===== config.mk =====
export PLATFORM = sky130hd
export DESIGN_NAME = audio_pdm_rx
export DESIGN_NICKNAME = d
export VERILOG_FILES = /design/src/rtl/audio_pdm_rx.sv
export SDC_FILE = /design/constraint.sdc
export NUM_CORES = 1
export LEC_CHECK = 0
export BUFFER_PORTS_ARGS = -buffer_cell sky130_fd_sc_hd__clkbuf_2
export CORE_MARGIN = 2
export CORE_UTILIZATION = 51
export CTS_CLUSTER_SIZE = 20
export DETAILED_ROUTE_END_ITERATION = 8
export PLACE_DENSITY = 0.79
export SLEW_MARGIN = 20
export SYNTH_ARGS = -nofsm -noshare
export SYNTH_HDL_FRONTEND = slang
export SYNTH_SLANG_ARGS = --single-unit

===== constraint.sdc =====
create_clock -name clk -period 2.8 [get_ports clk]
set_clock_uncertainty 0.05 [all_clocks]
set_input_delay 0 -clock clk [delete_from_list [all_inputs] [get_ports clk]]
set_output_delay 0 -clock clk [all_outputs]
set_load 0.01 [all_outputs]

===== src/rtl/audio_pdm_rx.sv =====
// PDM microphone receiver: drives the mic clock, decimates the 1-bit stream by
// counting ones per window and buffers samples in a small FIFO read over the bus.
module audio_pdm_rx #(
    parameter int CLK_DIV    = 16,
    parameter int DECIM      = 64,
    parameter int FIFO_DEPTH = 8
) (
    input  logic        clk,
    input  logic        rst_n,
    input  logic        pdm_i,
    output logic        pdm_clk_o,
    input  logic        we_i,
    input  logic [31:0] wdata_i,
    input  logic        re_i,
    input  logic        addr_i,
    output logic [31:0] rdata_o,
    output logic        irq
);

    localparam int SW = $clog2(DECIM + 1);
    localparam int BW = $clog2(DECIM);
    localparam int DW = $clog2(CLK_DIV);
    localparam int AW = $clog2(FIFO_DEPTH);
    localparam int CW = $clog2(FIFO_DEPTH + 1);

    logic          pdm_meta;
    logic          pdm_sync;
    logic [DW-1:0] div_cnt;
    logic          pdm_clk_q;
    logic [BW-1:0] bit_cnt;
    logic [SW-1:0] ones_acc;
    logic          enable;
    logic [3:0]    threshold;
    logic          overflow;
    logic [SW-1:0] mem [FIFO_DEPTH];
    logic [AW-1:0] wr_ptr;
    logic [AW-1:0] rd_ptr;
    logic [CW-1:0] count;
    logic          irq_q;

    logic          div_wrap;
    logic          capture;
    logic          window_end;
    logic [SW-1:0] sample;
    logic          empty;
    logic          full;
    logic          do_pop;
    logic          do_push;
    logic          ovf_event;

    // The mic changes data after our rising edge, so the falling edge is the safe capture point
    assign div_wrap   = enable && (div_cnt == DW'(CLK_DIV - 1));
    assign capture    = div_wrap && pdm_clk_q;
    assign window_end = capture && (bit_cnt == BW'(DECIM - 1));
    assign sample     = ones_acc + SW'(pdm_sync);
    assign empty      = (count == '0);
    assign full       = (count == CW'(FIFO_DEPTH));
    assign do_pop     = re_i && !addr_i && !empty;
    assign do_push    = window_end && (!full || do_pop);
    assign ovf_event  = window_end && full && !do_pop;
    assign pdm_clk_o  = pdm_clk_q;
    assign irq        = irq_q;

    always_ff @(posedge clk or negedge rst_n) begin
        if (!rst_n) begin
            pdm_meta <= 1'b0;
            pdm_sync <= 1'b0;
        end else begin
            pdm_meta <= pdm_i;
            pdm_sync <= pdm_meta;
        end
    end

    always_ff @(posedge clk or negedge rst_n) begin
        if (!rst_n) begin
            div_cnt   <= '0;
            pdm_clk_q <= 1'b0;
        end else if (!enable) begin
            div_cnt   <= '0;
            pdm_clk_q <= 1'b0;
        end else if (div_wrap) begin
            div_cnt   <= '0;
            pdm_clk_q <= ~pdm_clk_q;
        end else begin
            div_cnt <= div_cnt + 1'b1;
        end
    end

    // Holding the window cleared while disabled discards any partial window
    always_ff @(posedge clk or negedge rst_n) begin
        if (!rst_n) begin
            bit_cnt  <= '0;
            ones_acc <= '0;
        end else if (!enable) begin
            bit_cnt  <= '0;
            ones_acc <= '0;
        end else if (capture) begin
            if (window_end) begin
                bit_cnt  <= '0;
                ones_acc <= '0;
            end else begin
                bit_cnt  <= bit_cnt + 1'b1;
                ones_acc <= sample;
            end
        end
    end

    always_ff @(posedge clk or negedge rst_n) begin
        if (!rst_n) begin
            enable    <= 1'b0;
            threshold <= '0;
            overflow  <= 1'b0;
        end else begin
            if (we_i) begin
                enable    <= wdata_i[0];
                threshold <= wdata_i[11:8];
            end
            if (ovf_event) begin
                overflow <= 1'b1;
            end else if (we_i && wdata_i[1]) begin
                overflow <= 1'b0;
            end
        end
    end

    always_ff @(posedge clk) begin
        if (do_push) begin
            mem[wr_ptr] <= sample;
        end
    end

    always_ff @(posedge clk or negedge rst_n) begin
        if (!rst_n) begin
            wr_ptr <= '0;
            rd_ptr <= '0;
            count  <= '0;
        end else begin
            if (do_push) begin
                wr_ptr <= wr_ptr + 1'b1;
            end
            if (do_pop) begin
                rd_ptr <= rd_ptr + 1'b1;
            end
            if (do_push && !do_pop) begin
                count <= count + 1'b1;
            end else if (do_pop && !do_push) begin
                count <= count - 1'b1;
            end
        end
    end

    // Registered so the interrupt line never glitches while count settles
    always_ff @(posedge clk or negedge rst_n) begin
        if (!rst_n) begin
            irq_q <= 1'b0;
        end else begin
            irq_q <= enable && (threshold != '0) && (5'(count) >= 5'(threshold));
        end
    end

    always_comb begin
        rdata_o = '0;
        if (addr_i) begin
            rdata_o[0]     = enable;
            rdata_o[1]     = overflow;
            rdata_o[2]     = empty;
            rdata_o[3]     = full;
            rdata_o[15:8]  = 8'(count);
            rdata_o[19:16] = threshold;
        end else if (!empty) begin
            rdata_o = 32'(mem[rd_ptr]);
        end
    end

endmodule


==> run metrics, run 1 <==
syn avg cell area=13.6 sq um; tightest slew margin relative to the limit=38.9%; leading cell types by total area after synthesis=edfxtp_1 39%, dfrtp_1 21%, mux4_2 5.2%, ha_1 3.7%, buf_4 3.5%; Setup Fix Bufs, Post-CTS=0; Clk Latency, worst-skew pair=360 ps; most common cell in the synthesized netlist=edfxtp_1; Setup CP Type=flip-flop to flip-flop; number of nets in the final layout=433; Min Clock Period, post-route=2610 ps; layout overhead on the synthesized area=16.1%; # Max-Cap Violations=0; distinct cell type count after synthesis=49; fraction of the yosys area taken by sequential cells=60.0%; share of async-settable or async-resettable flops after synthesis=39.8%; chip width=96.3 um; core area=0.00822 sq mm; number of buffers created by CTS=9; Post-Layout Inst Area=0.00504 sq mm; Hold Worst Slack=60.2 ps; most used standard cells in the synthesized netlist=56 x edfxtp_1, 37 x dfrtp_1, 21 x nand2_1, 20 x buf_4, 19 x nor2_1; Port Buffer Count=28; GR Overflow Total=0; wire per inst=15.9 um; clock-pin slew reported for the worst setup and hold paths after clock tree synthesis=90 ps; routed via count=2682; number of enable flip-flop cells after synthesis=56; global routing met1 resource utilization=24.6%; Critical Path Sink Type=flip-flop; critical path startpoint category=flip-flop; cell type contributing the most total cell area after synthesis=edfxtp_1; number of cells produced by synthesis=320; setup repair after global routing missed its margin=false; final routed DRC violation total=0; depth of the worst hold-timing path=4; antenna violations before repair=0; HPWL reported at the end of detailed placement=5300 um; total negative setup slack=0 ps; flip-flop and latch count after synthesis=93; Final Routed Wirelength=7810 um; synthesized cell area=0.00434 sq mm; number of global-route vias before repair=2697; post-layout worst setup margin=188 ps; total die area=0.00927 sq mm; die outline height=96.3 um; maximum number of pins on one net before global-route repair=38; Peak Freq=0.383 GHz; pre-CTS setup slack=33.0 ps; starting DRC count in detailed routing=168; ports placed on the boundary=72; overall power consumption=3290 uW; total placed instance area=0.00462 sq mm; count of fill cells added during filler insertion=595; final hold viol count=0; number of diodes added for antenna fixing=0; Global Route met2 Usage=30.5%; layout cell share with drive strength beyond 1=26.7%; Overall Global Routing Usage=18.7%; DRT antenna net count=0; Setup violations, final=0; status=completed; worst-case reg-to-reg path depth=11; clock sink total=93; dominant register cell in the synthesized netlist=edfxtp_1; worst endpoint data arrival time=2800 ps; share of the clock period used by the worst path after layout=93.3%; global-route wire length before repair=12800 um; peak ir drop on the vdd network=0.314 mV; share of the synthesized area in the top cell type=38.7%; buffer cell driving the clock tree root=clkbuf_8; TritonRoute pass-1 iters=4; Max Fanout on Critical Path=5; area of all sequential standard cells=0.00261 sq mm; PD cells=653 mW/mm^2; via density per instance=5.46; number of pins exceeding their max-slew limit in the final report=0; final weighted congestion of routability-driven global placement=0.803; warning count from the yosys run=0; deepest level of the CTS H-tree=3; Worst EP required=2990 ps; GR met3 Demand/Resource=3.68%; Initial Util=52.9%; clk buf depth=2; path type of the worst min-delay path=input port to flip-flop; CTS tree=yes; grt peak-use layer=met2; total area of multi-input combinational cells=0.00163 sq mm; slew at the pin with the worst max-slew slack=916 ps; static leakage=0.00215 uW; number of placement rows=33
where the power goes:
part / switching [uW] / internal, uW / total [uW]
registers: 167 / 1510 / 1680
logic: 361 / 383 / 745
clock network: 515 / 354 / 868
total: 1040 / 2250 / 3290
worst paths after layout:
check | start | to | slack (ps)
worst max-delay path | bit_cnt[0] | count[3] | 190
worst min-delay path | re_i | overflow | 60
worst max register to register | bit_cnt[0] | count[3] | 190
worst min register to register | pdm_meta | pdm_sync | 310
max in group asynchronous | rst_n | overflow | 1880
min in group asynchronous | rst_n | pdm_meta | 250
logic make-up (layout without fill, tap and decap cells):
kind of cell	count (synthesis)	in the layout	synth area share, %
DFF	93	93	60.0
xor gates and xnor gates	15	15	3.02
adders and majority gates	14	14	4.21
muxes	27	27	9.53
buffers and inverters	38	88	5.04
and+or+nand+nor	93	93	11.5
AOI/OAI and AO/OA	39	39	6.57
other	1	17	0.0863
layout by cell type, fill, tap and decap left out, types with 2 or more instances in the layout:
cell type      synthesis  final
a32o_1                 6      6
nor3_1                 8      8
ha_4                   0      2
and2_1                13     13
conb_1                 1     17
inv_8                  0      4
ha_1                  13     10
o21ai_0               11     11
nand3_2                2      2
edfxtp_1              56     56
xor2_1                 5      5
clkbuf_2               0     28
dlygate4sd3_1          0     17
nand3_1                9      8
and3_1                 2      2
nand2_1               21     21
mux2_2                11     11
o31ai_1                4      4
inv_1                 10      9
mux4_2                10     10
mux2i_1                5      5
clkbuf_8               0      9
nand3_4                1      2
and3_2                 3      3
xnor2_1               10     10
buf_4                 20     17
nor2_1                19     19
a21o_1                 3      3
dfrtp_1               37     37
clkinv_4               0      2
nor2b_1                2      2
nand2b_1               5      5
o22ai_1                3      3
a21oi_1                3      2
metal layers:
| layer | part of all wire [%] | wire length, um |
|---|---|---|
| met1 | 42 | 3280 |
| met2 | 51 | 3970 |
| met3 | 4.6 | 361 |
| met4 | 2.4 | 189 |
| met5 | 0 | 0 |
area by class of cell:
cell class | count | area share, %
well taps | 105 | 2.60
repair buffers | 62 | 8.68
inverters | 10 | 0.744
flip-flops and latches | 93 | 51.7
clock inverters | 7 | 1.41
multi-input cells | 205 | 32.4
clock buffers | 9 | 2.46
per-stage QoR:
step | utilization (%) | std cells
2_1_floorplan | - | 336
3_3_place_gp | 56.3 | 458
3_5_place_dp | 56.3 | 458
4_1_cts | 60.7 | 491
5_1_grt | 61.4 | 491
6_report | 61.4 | 491
sequential cells by signal, summed over array words and instances (netlist names), 3 cells and up:
register	cells
wr_ptr	3
bit_cnt	6
rd_ptr	3
ones_acc	7
div_cnt	4
count	4
mem	56
threshold	4
worst max-delay path: stages, from the launching register on:
cell and delay (ps):
dfrtp_1 430, ha_4 170, nand3_4 100, nor4_4 320
nand2_2 90, inv_1 70, ha_2 210, inv_2 70
ha_1 270, a21o_1 220, a2111oi_2 360, o31ai_1 130
timing repair:
action,4_1_cts,5_1_grt
setup endpoints to repair,0,1
hold buffers,17,0
hold endpoints to repair,44,0
gates resized for setup,0,12
Power figures use the tool's default switching activity.
==> inputs of run 2 (changes only) <==
--- a/config.mk
+++ b/config.mk
@@ -5,6 +5,7 @@
 export SDC_FILE = /design/constraint.sdc
 export NUM_CORES = 1
 export LEC_CHECK = 0
+export ABC_AREA = 1
 export BUFFER_PORTS_ARGS = -buffer_cell sky130_fd_sc_hd__clkbuf_2
 export CORE_MARGIN = 2
 export CORE_UTILIZATION = 51
==> run 2 against run 1 <==
Critical path depth is 3 higher. Largest cell class unchanged. Worst setup slack better by 94 ps. Non-clock buffer count is 3 lower. Highest routed layer unchanged.
==> run metrics, run 2 <==
distinct cell type count after synthesis=30 (-39%); layout cell share with drive strength beyond 1=11.7% (-15 points); total placed instance area=0.00479 sq mm (+3.7%); Port Buffer Count=28 (unchanged); count of fill cells added during filler insertion=687 (+15%); setup repair after global routing missed its margin=false; most used standard cells in the synthesized netlist=151 x nand2_1, 67 x inv_1, 56 x edfxtp_1, 49 x nand3_1, 49 x nor2_1; Combinational Power Share=30.0% (+7.4 points); number of pins exceeding their max-slew limit in the final report=0 (unchanged); slew at the pin with the worst max-slew slack=953 ps (+37.2 ps); Hold Worst Slack=30.3 ps (-29.8 ps); dominant register cell in the synthesized netlist=edfxtp_1; grt peak-use layer=met2; share of the clock period used by the worst path after layout=89.9% (-3.3 points); share of the synthesized area in the top cell type=36.8% (-1.9 points); most frequent standard cell in the layout excluding fill and tap cells=nand2_1; HPWL reported at the end of detailed placement=6170 um (+16%); cell type contributing the most total cell area after synthesis=edfxtp_1; peak ir drop on the vdd network=0.373 mV (+19%); CTS tree=yes; fraction of the yosys area taken by sequential cells=57.0% (-3.0 points); Critical Path Sink Type=flip-flop; deepest level of the CTS H-tree=3 (unchanged); Initial Util=52.4% (-0.46 points); leading cell types by total area after synthesis=edfxtp_1 37%, dfrtp_1 20%, nand2_1 12%, inv_1 5.5%, nand3_1 5.4%; maximum number of pins on one net before global-route repair=38 (unchanged); clock-pin slew reported for the worst setup and hold paths after clock tree synthesis=90 ps (about the same); Overall Global Routing Usage=20.4% (+1.7 points); TritonRoute pass-1 iters=4 (unchanged); Clk Latency, worst-skew pair=350 ps (about the same); CP dominant cell by count=nand2_1; worst endpoint data arrival time=2720 ps (-80 ps); layout overhead on the synthesized area=13.9%; Worst EP required=3010 ps (+20 ps); wire per inst=14.5 um (-9.0%); ports placed on the boundary=72 (unchanged); flip-flop and latch count after synthesis=93 (unchanged); Switch Pwr=1280 uW (+22%); global routing met1 resource utilization=26.4% (+1.8 points); total negative setup slack=0 ps (unchanged); proportion of power drawn by flip-flops and latches=44.8% (-6.2 points); number of buffers created by CTS=9 (unchanged); kind of cell adding the most delay to the critical path=simple AND/OR/NAND/NOR gates; number of global-route vias before repair=3344 (+24%); synthesized cell area=0.00457 sq mm (+5.2%); Min Clock Period, post-route=2520 ps (-93.7 ps); Slowest-stage cell, CP=dfrtp_1; Net Sw Frac=34.8% (+3.1 points); buffer cell driving the clock tree root=clkbuf_8; tightest slew margin relative to the limit=36.4% (-2.5 points); number of nets in the final layout=611 (+41%); number of diodes added for antenna fixing=0 (unchanged); Max Fanout on Critical Path=6 (+1); number of enable flip-flop cells after synthesis=56 (unchanged); Final Routed Wirelength=9720 um (+24%); routed via count=3414 (+27%); most common cell in the synthesized netlist=nand2_1; starting DRC count in detailed routing=178 (+6.0%); largest register by flop count=mem; clock sink total=93 (unchanged); chip width=98.7 um (+2.5%); warning count from the yosys run=0 (unchanged); DRT antenna net count=0 (unchanged); clk buf depth=2 (unchanged); Global Route met2 Usage=34.8% (+4.3 points); most frequent cells in the layout=151 x nand2_1, 67 x inv_1, 56 x edfxtp_1, 49 x nor2_1, 48 x nand3_1; final weighted congestion of routability-driven global placement=0.804 (+0.16%); via density per instance=5.08 (-7.0%); GR Overflow Total=0 (unchanged); number of placement rows=34 (+3.0%); largest registers in the final layout=mem: 56 flops, ones_acc: 7 flops, bit_cnt: 6 flops; GR met3 Demand/Resource=4.11% (+0.43 points); Internal Dissipation=2390 uW (+6.4%); clock network fraction of design power=25.1% (-1.3 points); final hold viol count=0 (unchanged); Post-Layout Inst Area=0.00520 sq mm (+3.2%); final routed DRC violation total=0 (unchanged); PD cells=705 mW/mm^2 (+8.0%); status=completed; Setup violations, final=0 (unchanged); share of async-settable or async-resettable flops after synthesis=39.8% (unchanged); path type of the worst min-delay path=input port to flip-flop; # Max-Cap Violations=0 (unchanged); cells traversed along the worst timing path=ha_1, nand3_1, nor2_4, nand3_2, inv_1, ha_1, inv_1, ha_1, a21oi_2, nand2_1, o21ai_0, nand2_1, nand2_1, nand2_1; Setup CP Type=flip-flop to flip-flop; flip-flop count of the largest register after layout=56 (unchanged); global-route wire length before repair=15700 um (+22%); syn avg cell area=9.09 sq um (-33%); antenna violations before repair=0 (unchanged); core area=0.00872 sq mm (+6.1%); Peak Freq=0.397 GHz (+3.7%); static leakage=0.00255 uW (+18%); critical path startpoint category=flip-flop; Worst path max stage delay=430 ps (about the same); die outline height=98.7 um (+2.5%); total die area=0.00973 sq mm (+5.0%); number of cells produced by synthesis=503 (+57%); critical path buffer and inverter count=2 (unchanged)
run 2: changes by cell type after synthesis, moves of 10 or more:
| cell | change |
|---|---|
| and2_1 | -13 |
| nand2_1 | +130 |
| mux2_2 | -10 |
| inv_1 | +57 |
| nor2_1 | +30 |
| nand3_1 | +40 |
| mux4_2 | -10 |
run 2: layer usage:
layer | part of all wire, % | wire, um | vias up
met2 | 49 | 4750 | 120
met1 | 44 | 4240 | 1598
met3 | 5.6 | 541 | 24
met4 | 1.9 | 186 | 0
li1 | - | - | 1672
met5 | 0 | 0 | -
run 2: path summary, 6_finish.rpt:
kind | from | cells after the start | slack [ps] | endpoint
max | bit_cnt[0] | 14 | 280 | count[3]
min | re_i | 5 | 30 | rd_ptr[2]
max reg2reg | bit_cnt[0] | 14 | 280 | count[3]
min reg2reg | pdm_meta | 0 | 310 | pdm_sync
max in group asynchronous | rst_n | 2 | 1820 | ones_acc[1]
min in group asynchronous | rst_n | 2 | 280 | count[0]
run 2: final cells by class:
type | instances | area [sq um] | area share (%)
flip-flops and latches | 93 | 2610 | 50.1
clock inverters | 3 | 41.3 | 0.793
multi-input cells | 328 | 1580 | 30.4
inverters | 68 | 255 | 4.91
repair buffers | 59 | 418 | 8.03
well taps | 108 | 135 | 2.60
clock buffers | 13 | 164 | 3.15
run 2: stage by stage:
| stage | setup WS [ps] | util (%) | std cells | total power (uW) |
|---|---|---|---|---|
| after detailed placement | 217 | 55.0 | 636 | 2730 |
| after global routing | 13.7 | 59.7 | 672 | 3900 |
| after global placement | 305 | 55.0 | 636 | 2670 |
| after floorplan | 508 | - | 519 | 2440 |
| after CTS | 186 | 59.4 | 670 | 3660 |
| final | 281 | 59.7 | 672 | 3670 |
run 2: worst register-to-register path: cells and delay by family (launching register included):
family,cells,cell delay [ps]
flops,1,430
compound gates,2,250
fa+ha+maj,3,720
simple gates,7,770
buf+inv,2,210
run 2: power groups by stage:
stage	combinational, uW	sequential [uW]	clock (uW)
floorplan	845	1600	0
global placement	1000	1670	0
detailed placement	1060	1670	0
CTS	1090	1640	932
global route	1260	1660	975
finish	1100	1650	922
run 2: timing repair:
| action | in CTS | in global routing |
|---|---|---|
| setup buffers | 0 | 2 |
| hold endpoints to repair | 44 | 0 |
| hold buffers | 18 | 0 |
| setup endpoints to repair | 0 | 1 |
| gates resized for setup | 0 | 2 |
run 2: logic make-up after synthesis:
logic type	share of synthesized area (%)
muxes	0.246
other	0.0820
adders and majority gates	4.00
AOI/OAI and AO/OA	2.98
and+or+nand+nor	23.9
xor gates and xnor gates	1.92
DFF	57.0
buffers and inverters	9.83
==> inputs of run 3 (changes only) <==
--- a/config.mk
+++ b/config.mk
@@ -7,6 +7,7 @@
 export LEC_CHECK = 0
 export ABC_AREA = 1
 export BUFFER_PORTS_ARGS = -buffer_cell sky130_fd_sc_hd__clkbuf_2
+export CORE_ASPECT_RATIO = 1.5
 export CORE_MARGIN = 2
 export CORE_UTILIZATION = 51
 export CTS_CLUSTER_SIZE = 20
==> run 3 against run 2 <==
Final cell count is 0.30% lower. Die area grew 0.17%. Critical path depth did not move. Cell area up 0.58%. Clock-buffer cell count decreased by 3. Routed wire length decreased by 4.4%. Combinational power about the same. Sequential share of layout area is 0.26 points lower. Total power is 3.6% higher. Worst setup slack worse by 11 ps. First-iteration DRC count up 89%. Critical endpoint unchanged. Highest routed layer unchanged.
==> run metrics, run 3 (synthesized netlist as in run 2, its figures left out) <==
ports placed on the boundary=72 (unchanged); via density per instance=5.04 (-0.88%); starting DRC count in detailed routing=336 (+89%); GR Overflow Total=0 (unchanged); Port Buffer Count=28 (unchanged); number of diodes added for antenna fixing=0 (unchanged); wire per inst=13.9 um (-4.1%); CTS tree=yes; die outline height=120 um (+22%); total area of multi-input combinational cells=0.00158 sq mm (-0.24%); Worst EP required=2980 ps (-30 ps); Min Clock Period, post-route=2530 ps (+10.7 ps); antenna violations before repair=0 (unchanged); most frequent cells in the layout=151 x nand2_1, 67 x inv_1, 56 x edfxtp_1, 49 x nor2_1, 48 x nand3_1; Critical Path Sink Type=flip-flop; peak ir drop on the vdd network=0.440 mV (+18%); slew at the pin with the worst max-slew slack=948 ps (-5.45 ps); global-route wire length before repair=15400 um (-1.6%); largest registers in the final layout=mem: 56 flops, ones_acc: 7 flops, bit_cnt: 6 flops; pre-CTS setup slack=226 ps (+9.49 ps); number of global-route vias before repair=3413 (+2.1%); chip width=81.3 um (-18%); Clk Latency, worst-skew pair=340 ps (about the same); fraction of the core area covered by cells at the end of the flow=59.6% (about the same); Final Routed Wirelength=9300 um (-4.4%); TritonRoute pass-1 iters=4 (unchanged); share of the clock period used by the worst path after layout=90.3% (+0.38 points); most frequent standard cell in the layout excluding fill and tap cells=nand2_1; number of pins exceeding their max-slew limit in the final report=0 (unchanged); # Max-Cap Violations=0 (unchanged); PD cells=727 mW/mm^2 (+3.0%); number of nets in the final layout=607 (-0.65%); maximum number of pins on one net before global-route repair=38 (unchanged); status=completed; layout overhead on the synthesized area=14.5%; total negative setup slack=0 ps (unchanged); final routed DRC violation total=0 (unchanged); Max Fanout on Critical Path=4 (-2); final hold viol count=0 (unchanged); post-layout worst setup margin=271 ps (-10.7 ps); layout cell share with drive strength beyond 1=11.4% (-0.27 points); area of all sequential standard cells=0.00261 sq mm (about the same); clock-pin slew reported for the worst setup and hold paths after clock tree synthesis=60 ps (-30 ps); count of non-filler cells in the finished layout=670 (-0.30%); critical path startpoint category=flip-flop; deepest level of the CTS H-tree=3 (unchanged); Setup violations, final=0 (unchanged); flip-flop count of the largest register after layout=56 (unchanged); HPWL reported at the end of detailed placement=6080 um (-1.3%); number of buffers created by CTS=9 (unchanged); Initial Util=52.1% (-0.33 points); path type of the worst min-delay path=input port to flip-flop; clk buf depth=2 (unchanged); DRT antenna net count=0 (unchanged); worst endpoint data arrival time=2710 ps (about the same); count of fill cells added during filler insertion=710 (+3.3%); Overall Global Routing Usage=21.1% (+0.71 points); routed via count=3374 (-1.2%); number of placement rows=42 (+24%); buffer cell driving the clock tree root=clkbuf_16; largest register by flop count=mem; Setup CP Type=flip-flop to flip-flop; Peak Freq=0.395 GHz (-0.42%); total die area=0.00975 sq mm (+0.17%); core area=0.00878 sq mm (+0.63%); clock sink total=93 (unchanged); tightest slew margin relative to the limit=36.8% (+0.36 points); final weighted congestion of routability-driven global placement=0.813 (+1.1%); static leakage=0.00256 uW (+0.43%); Hold Worst Slack=27.1 ps (-3.24 ps); placed cells=633 (-0.47%)
## run 3: cell types whose count changed in the layout (fill, tap and decap cells not counted), sizes merged
cell / delta
clkbuf: -3
dlygate4sd3: -1
bufinv: -1
inv: -1
buf: -3
clkinv: +5
## run 3: timing repair
item                                    4_1_cts  5_1_grt
endpoints found under the setup margin        0        1
hold buffers                                 17        0
setup buffers                                 0        4
hold endpoints to repair                     44        0
gates resized for setup                       0        2
## run 3: layout make-up
| type | instances | share of cell area [%] |
|---|---|---|
| Clock buffer | 10 | 4.57 |
| Clock inverter | 6 | 0.550 |
| Inverter | 68 | 4.88 |
| Multi-Input combinational cell | 328 | 30.2 |
| Sequential cell | 93 | 49.8 |
| Tap cell | 110 | 2.63 |
| Timing Repair Buffer | 55 | 7.36 |
## run 3: metal layers
layer,global-route usage (%),wire length (um),vias up
li1,-,-,1667
met1,23.5,3580,1604
met2,38.1,5180,86
met4,9.22,190,0
met3,3.68,349,17
met5,0,0,-
## run 3: stage by stage
| stage | total power [uW] | instance area, sq um |
|---|---|---|
| floorplan | 2440 | 4630 |
| global placement | 2650 | 4760 |
| detailed placement | 2700 | 4760 |
| CTS | 3790 | 5200 |
| global route | 4050 | 5230 |
| finish | 3800 | 5230 |
## run 3: critical path: stages (launching register included)
cell     delay [ps]
dfrtp_1         370
ha_1            190
nand3_1         170
nor3_4          270
nand3_2         140
inv_1            80
ha_1            160
inv_1            90
ha_1            330
a21oi_1         200
nand2_1          80
o21ai_0          90
nand2_1          80
nand2_1          60
nand2_1          40
## run 3: power by group
part | leakage, uW | internal (uW) | total (uW) | switching, uW
Combinational | 0.00130 | 396 | 1070 | 673
Clock | 0.000139 | 614 | 1090 | 474
Sequential | 0.00112 | 1510 | 1650 | 138
## run 3: worst paths after layout
kind	start	end	slack (ps)	cells past startpoint
setup / recovery	div_cnt[0]	count[3]	270	14
hold / removal	we_i	overflow	30	4
setup reg to reg	div_cnt[0]	count[3]	270	14
hold reg to reg	pdm_meta	pdm_sync	300	0
max in group asynchronous	rst_n	bit_cnt[0]	1760	2
min in group asynchronous	rst_n	pdm_meta	290	2
